$ cat src/rtl/fetch_ctrl_pkg.sv
// Shared constants and state encoding for the instruction fetch sequencer.
package fetch_ctrl_pkg;

  localparam int unsigned DEFAULT_WORD_LEN = 32;
  localparam int unsigned PC_INC           = 4;

  typedef enum logic [1:0] {
    FETCH  = 2'd0,
    SQUASH = 2'd1,
    HOLD   = 2'd2
  } fetch_state_e;

endpackage

$ cat src/rtl/fetch_ctrl.sv
// Fetch sequencer: owns the PC, runs the req/ack handshake with instruction
// memory, applies branch redirects and presents registered instruction/PC pairs.
module fetch_ctrl
  import fetch_ctrl_pkg::*;
#(
  parameter int unsigned          WORD_LEN = DEFAULT_WORD_LEN,
  parameter logic [WORD_LEN-1:0]  RESET_PC = '0
) (
  input  logic                clk,
  input  logic                rst,
  input  logic                branch_taken,
  input  logic [WORD_LEN-1:0] branch_target,
  input  logic                freeze,
  output logic                mem_req,
  output logic [WORD_LEN-1:0] mem_addr,
  input  logic                mem_ack,
  input  logic [WORD_LEN-1:0] mem_rdata,
  output logic                valid,
  output logic [WORD_LEN-1:0] instruction,
  output logic [WORD_LEN-1:0] PC
);

  fetch_state_e        state_q;
  logic [WORD_LEN-1:0] pc_q;
  logic [WORD_LEN-1:0] tgt_q;
  logic [WORD_LEN-1:0] hold_buf_q;
  logic [WORD_LEN-1:0] hold_pc_q;
  logic [WORD_LEN-1:0] instr_q;
  logic [WORD_LEN-1:0] pc_out_q;
  logic                valid_q;

  logic                ack;
  logic                out_ok;
  logic [WORD_LEN-1:0] pc_inc;

  // Gating with rst drops the request in the reset cycle itself.
  assign mem_req     = ~rst & (state_q != HOLD);
  assign mem_addr    = pc_q;
  assign valid       = valid_q;
  assign instruction = instr_q;
  assign PC          = pc_out_q;

  assign ack    = mem_ack & (state_q != HOLD);
  assign out_ok = ~valid_q | ~freeze;
  assign pc_inc = pc_q + WORD_LEN'(PC_INC);

  always_ff @(posedge clk) begin
    if (rst) begin
      state_q    <= FETCH;
      pc_q       <= RESET_PC;
      tgt_q      <= '0;
      hold_buf_q <= '0;
      hold_pc_q  <= '0;
      instr_q    <= '0;
      pc_out_q   <= '0;
      valid_q    <= 1'b0;
    end else begin
      case (state_q)
        FETCH: begin
          if (ack) begin
            if (branch_taken) begin
              pc_q    <= branch_target;
              valid_q <= 1'b0;
            end else if (out_ok) begin
              instr_q  <= mem_rdata;
              pc_out_q <= pc_q;
              valid_q  <= 1'b1;
              pc_q     <= pc_inc;
            end else begin
              hold_buf_q <= mem_rdata;
              hold_pc_q  <= pc_q;
              pc_q       <= pc_inc;
              state_q    <= HOLD;
            end
          end else if (branch_taken) begin
            tgt_q   <= branch_target;
            valid_q <= 1'b0;
            state_q <= SQUASH;
          end else if (!freeze) begin
            valid_q <= 1'b0;
          end
        end
        // The outstanding word belongs to the old path; only the newest target survives.
        SQUASH: begin
          valid_q <= 1'b0;
          if (ack) begin
            pc_q    <= branch_taken ? branch_target : tgt_q;
            state_q <= FETCH;
          end else if (branch_taken) begin
            tgt_q <= branch_target;
          end
        end
        HOLD: begin
          if (branch_taken) begin
            valid_q <= 1'b0;
            pc_q    <= branch_target;
            state_q <= FETCH;
          end else if (!freeze) begin
            instr_q  <= hold_buf_q;
            pc_out_q <= hold_pc_q;
            valid_q  <= 1'b1;
            state_q  <= FETCH;
          end
        end
        default: begin
          valid_q <= 1'b0;
          state_q <= FETCH;
        end
      endcase
    end
  end

endmodule
$ cat config.mk
export PLATFORM = sky130hd
export DESIGN_NAME = fetch_ctrl
export DESIGN_NICKNAME = d
export VERILOG_FILES = /design/src/rtl/fetch_ctrl_pkg.sv /design/src/rtl/fetch_ctrl.sv
export SDC_FILE = /design/constraint.sdc
export NUM_CORES = 1
export LEC_CHECK = 0
export CAP_MARGIN = 20
export CORE_UTILIZATION = 25
export DETAILED_ROUTE_END_ITERATION = 6
export DONT_BUFFER_PORTS = 1
export PLACE_DENSITY_LB_ADDON = 0.15
export REMOVE_ABC_BUFFERS = 1
export SYNTH_ARGS = -nofsm -noshare
export SYNTH_HDL_FRONTEND = slang
export SYNTH_SLANG_ARGS = --single-unit
$ cat constraint.sdc
create_clock -name clk -period 4 [get_ports clk]
set_input_delay 0.6 -clock clk [delete_from_list [all_inputs] [get_ports clk]]
set_output_delay 0.6 -clock clk [all_outputs]
set_load 0.02 [all_outputs]
== Word level (Yosys, flattened, before mapping) ==
Cells that the tools add are included.
Word-level totals
  flip-flop bits (word level): 195
  bits of input ports: 69
  output and inout port bits: 98
  logic and storage cells: 78
Operators by class
  add/subtract/negate cells: 1
  equality and inequality tests: 16
  mux-type cells: 34
  bitwise gates (word level): 9
  reduce and logical (&&, ||, !) cells: 10
Operators with widths (number)
  32-bit 2-to-1 mux: 15
  32-bit case mux with 2 select lines: 2
  32-bit case mux with 3 select lines: 1
  32-bit by 3-bit adder with 32-bit output, second input constant: 1
  2-bit != test, second input constant: 8
  2-bit 2-to-1 mux: 7
  3-bit != test, second input constant: 4
  4-bit != test, second input constant: 2
  4-bit AND reduction: 2
  1-bit 2-to-1 mux: 7
  1-bit inverter: 6
  2-bit case mux with 3 select lines: 1
  6-bit AND reduction: 1
  5-bit AND reduction: 1
  3-bit AND reduction: 1
  3-bit nonzero test: 1
  1-bit AND: 2
  2-bit by 1-bit equality test with 1-bit output, second input constant: 1
  2-bit equality test, second input constant: 1
  2-bit logical NOT: 1
  1-bit case mux with 2 select lines: 1
  2-bit AND reduction: 1
  2-bit nonzero test: 1
  2-bit OR reduction: 1
  1-bit OR: 1

== Logic depth before layout (Yosys ltp) ==
  word-level depth: 6
  mapped depth: 10
  mapped depth without buffers: 7

== Least setup slack after synthesis ==
OpenSTA, ideal clock, no wires.
  kind: reg-to-output
  from: reg state_q[0]
  to: out mem_req
  arrival time: 1615 ps
  data required time: 3400 ps
  slack: 1785 ps
  cell stages (with the launch flop): 6
  path buffers: 2
  cells stage by stage: dfxtp_1 inv_1 ha_1 clkbuf_1 clkbuf_1 nor2_1
Between the ends
  longest elaborated chain between the ends: 2
Ends and longest elaborated chain
  start: declaration: RTL line fetch_ctrl.sv:23  | fetch_state_e state_q;
  start signal: assignment: RTL line fetch_ctrl.sv:49  | state_q <= FETCH;
  start signal: assignment: RTL line fetch_ctrl.sv:73  | state_q <= HOLD;
  start signal: assignment: RTL line fetch_ctrl.sv:78  | state_q <= SQUASH;
  2-bit != test: RTL line fetch_ctrl.sv:37  | assign mem_req = ~rst & (state_q != HOLD);
  1-bit AND: RTL line fetch_ctrl.sv:37
  end: declaration: RTL line fetch_ctrl.sv:14  | output logic mem_req,
No other way between the ends.

== Worst setup path after layout ==
  from: reg state_q[0]
  to: reg pc_q[27], in the netlist mem_addr[27]
Between the ends
  longest elaborated chain between the ends: 4
  elaborated cells on any way between the ends: 11
  classes of those cells: 6 x eq/ne; 1 x mux; 1 x bitwise; 3 x reduce/logical
Ends and longest elaborated chain
  2-bit != test: RTL line fetch_ctrl.sv:43  | assign ack = mem_ack & (state_q != HOLD);
  1-bit AND: RTL line fetch_ctrl.sv:43
  2-bit != test (no line)
  4-bit AND reduction (no line)
  end signal: assignment: RTL line fetch_ctrl.sv:62  | pc_q <= branch_target;
  end signal: assignment: RTL line fetch_ctrl.sv:68  | pc_q <= pc_inc;
  end signal: assignment: RTL line fetch_ctrl.sv:72  | pc_q <= pc_inc;
  end: declaration: RTL line fetch_ctrl.sv:24  | logic [WORD_LEN-1:0] pc_q;
Parallel ways exist; a longest one is shown, timed or not.
A chain may end at the register's enable or synchronous reset.

==> results.txt <==
- Run status: finished clean
- The share of synthesized area in the top cell type comes to 0.437.
* HPWL after detailed placement: approximately 18000 um
- Area of the mapped netlist: roughly 9000 um2
- Leak: between 2 and 3 nW
- Synthesized instance count: ~1.1k
- TritonCTS clock tree: yes
- Root buffer cell: clkbuf_16
- After synthesis, the mean cell area works out to 8.10 um2.
* Data arrival time of the critical path: approximately 3.1 ns
- Synthesis Warnings: 0
* Dominant synthesized flop cell: dfxtp_1
- Placement Rows: 68
* Post-route clock skew: roughly 0.013 ns
* Post-synthesis cell type with the largest combined area: dfxtp_1
* # IOs: ~170
- Via density per instance: 4.95
- Share of async-settable or async-resettable flops after synthesis: 0
- The core region is around 35000 um2.
- Clock network fraction of total power: 0.323
- Worst Setup Path Type: flop to flop
* Share of layout cells above drive strength 1: 0.0621
* Largest net degree at the start of global routing: 200
* Headroom to the max-slew limit: 0.375
- Measured along the x axis, the die boundary spans around 190 um.
- Number of H-tree branching levels: 4
- Number of buffers on the longest clock path: 2
- Routability-driven placement finished with a final weighted congestion of roughly 0.76.
* Classification of the worst-slack hold path: primary input to flop
* Required time at the worst-slack endpoint: 4.38 ns
* Overall overflow remaining after global route: 0
* Leading cell types by total area after synthesis: dfxtp_1 44%, nand2_1 9.7%, mux2i_1 8.0%, a21oi_1 7.5%, a211oi_1 6.2%
- Power density over cell area: between 500 and 600 nW/um2
* CP endpoint kind: flop
- The number of global-route vias before repair came to ~7k.
* Placed cells: 1469
- After detailed routing, the average wire length per cell comes to between 15 and 20 um.
* Die span in y: around 190 um
- Setup violations remaining at the end of the flow were counted as 0.
- Most common cell in the netlist: nand2_1
- The first global-routing pass estimated roughly 44000 um of wire.
- Setup slack after layout: roughly 1.2 ns
- Drt total wl: around 29000 um
- Clock transition at the registers of the reported paths: 0.08 ns
- Period utilisation layout: 0.691
* Number of antenna-violating nets in the routed design: 0
- Compared with the post-synthesis result, the final layout area differs by 9.37%.
* Kind of launch point of the worst setup path: flop
- Setup repair after global routing left no endpoint under its margin.
* Combinational share of power: 0.180
- Full die area: ~37000 um2
- Buffers added to address setup during post-CTS repair amount to 0.
* Slowest cell on crit path: or4_1
* Max-slew violations: 0
- The clock reaches the later pin of the worst-skew pair after ~0.45 ns.
- Final critical delay including setup and external delays: about 2.8 ns
- Buffers placed on the I/O ports in this run total 0.
* Cell-internal power: approximately 3.4 mW
* Number of gates resized after cts: 0
- Number of fillers in the final layout: 3796
* TritonCTS Sinks: roughly 200
- Actual slew at the worst max-slew pin: 0.938 ns
- Clock tree synthesis inserted a total of 17 buffers.
* Final number of hold-violating endpoints: 0
- Across the run, the number of max-cap violations was 0.
- The initial utilization of the core area, before any placement, comes to 0.256.
- Cell-by-cell trace of the critical path: inv_1 > ha_1 > mux2i_1 > or2_1 > or4_1 > a31oi_1
- Hold-fix buffers at CTS: 0
* Sw frac: 0.354
- Fin cells: approximately 1.5k
- 1st-iter DRT viols: 464
- Summed over all nets, the switching power comes to approximately 1.8 mW.
- Timing analysis after detailed placement gives a worst setup slack of ~1.3 ns.
- The first detailed-routing pass took 5 iterations.
- Largest fanout on the critical path: 24
- Seq cells post-synth: 195
- In the global route stage, overall resource usage came out at 0.156.
* Maximum cell stage delay along the critical path: about 0.63 ns
* Number of antenna violations at the first check in global routing: 0
- After synthesis, the netlist uses 62 different library cells.
- In the routed design, unresolved DRC markers number 0.
- Of the total power, registers draw 0.497.
- Detailed routing inserted a total of 7437 vias.
- The share of the Yosys chip area taken by registers is 0.437.
- Derived from the worst setup path, the maximum achievable clock frequency is between 300 and 400 MHz.
* Maximum resistive drop on vdd: ~0.32 mV
- In the final timing run, aggregate negative setup slack is 0 ns.
* Inserted Diodes: 0
* Top cell types by occurrence after synthesis: 231 x nand2_1, 195 x dfxtp_1, 134 x a21oi_1
- Final net count: approximately 1.1k
* Count of flip-flops with a built-in enable after synthesis: 0
[per-stage QoR]
| step | hold slack [ns] | instance area, um2 | utilization | total power, mW |
|---|---|---|---|---|
| after floorplan | 0.430 | 8510 | - | 3.25 |
| after global placement | 0.438 | 9220 | 0.264 | 3.59 |
| after detailed placement | 0.442 | 9220 | 0.264 | 3.60 |
| after CTS | 0.207 | 9770 | 0.280 | 5.32 |
| after global routing | 0.225 | 9770 | 0.280 | 5.51 |
| final | 0.250 | 9770 | 0.280 | 5.22 |
[power groups by stage]
stage          logic [mW]  registers, mW  clock network, mW
2_1_floorplan       0.731           2.52                  0
3_5_place_dp        0.945           2.66                  0
4_1_cts             0.949           2.61               1.76
6_report            0.939           2.60               1.69
5_1_grt              1.06           2.64               1.82
3_3_place_gp        0.939           2.65                  0
[layout make-up]
type	instances	area (um2)	share of cell area
Multi-Input combinational cell	797	4600	0.471
Tap cell	455	569	0.0583
Clock buffer	20	447	0.0457
Clock inverter	12	108	0.0110
Timing Repair Buffer	13	110	0.0113
Inverter	9	36.3	0.00371
Sequential cell	195	3900	0.399
[cells in the final DEF (no fill, tap or decap), types with 6 or more instances in the layout]
cell / n
inv_1: 8
nor3_1: 15
and3_1: 6
nor2_1: 87
a211oi_1: 74
nand3_1: 15
and4_1: 6
nand4_1: 11
clkbuf_16: 17
dfxtp_1: 195
o21ai_0: 18
a22oi_1: 10
buf_4: 12
mux2i_1: 71
a31oi_1: 7
nor2b_1: 8
nor4_1: 8
o32ai_1: 7
nand2_1: 231
a22o_1: 9
a21oi_1: 134
[critical path: cells and delay by family, from the launching register on]
| kind | cells | cell delay [ns] |
|---|---|---|
| AND/OR/NAND/NOR | 2 | 1.24 |
| multiplexers | 1 | 0.26 |
| adder cells (fa/ha/maj) | 1 | 0.56 |
| flip-flops | 1 | 0.36 |
| buffers and inverters | 1 | 0.11 |
| AO/OA/AOI/OAI | 1 | 0.16 |
[sequential cells by signal, indices dropped and copies added (netlist names)]
| name | cells |
|---|---|
| hold_pc_q | 32 |
| mem_addr | 32 |
| valid | 1 |
| PC | 32 |
| tgt_q | 32 |
| instruction | 32 |
| hold_buf_q | 32 |
| state_q | 2 |
[logic make-up (layout without fill, tap and decap cells)]
family          after synthesis  in the layout  synth area share
flops                       195            195             0.437
fa+ha+maj                     5              5           0.00700
simple gates                416            416             0.204
buf+inv                     111             54            0.0517
xor+xnor                      3              3           0.00294
mux                          72             72            0.0808
compound gates              301            301             0.217
[final timing paths]
kind         depth (start not counted)  slack [ns]       endpoint           from
min reg2reg                          2        0.45  hold_buf_q[3]  hold_buf_q[3]
max                                  6        1.24   mem_addr[27]     state_q[0]
min                                  1        0.25          valid   branch_taken
max reg2reg                          6        1.24   mem_addr[27]     state_q[0]
[per-layer routing]
metal / track usage / vias up / routed length [um]
met3: 0.0400 / 23 / 1760
met2: 0.238 / 176 / 12600
met4: 0.0467 / 0 / 359
met5: 0 / - / 0
li1: - / 3760 / -
met1: 0.214 / 3478 / 13800
Power figures use the tool's default switching activity.
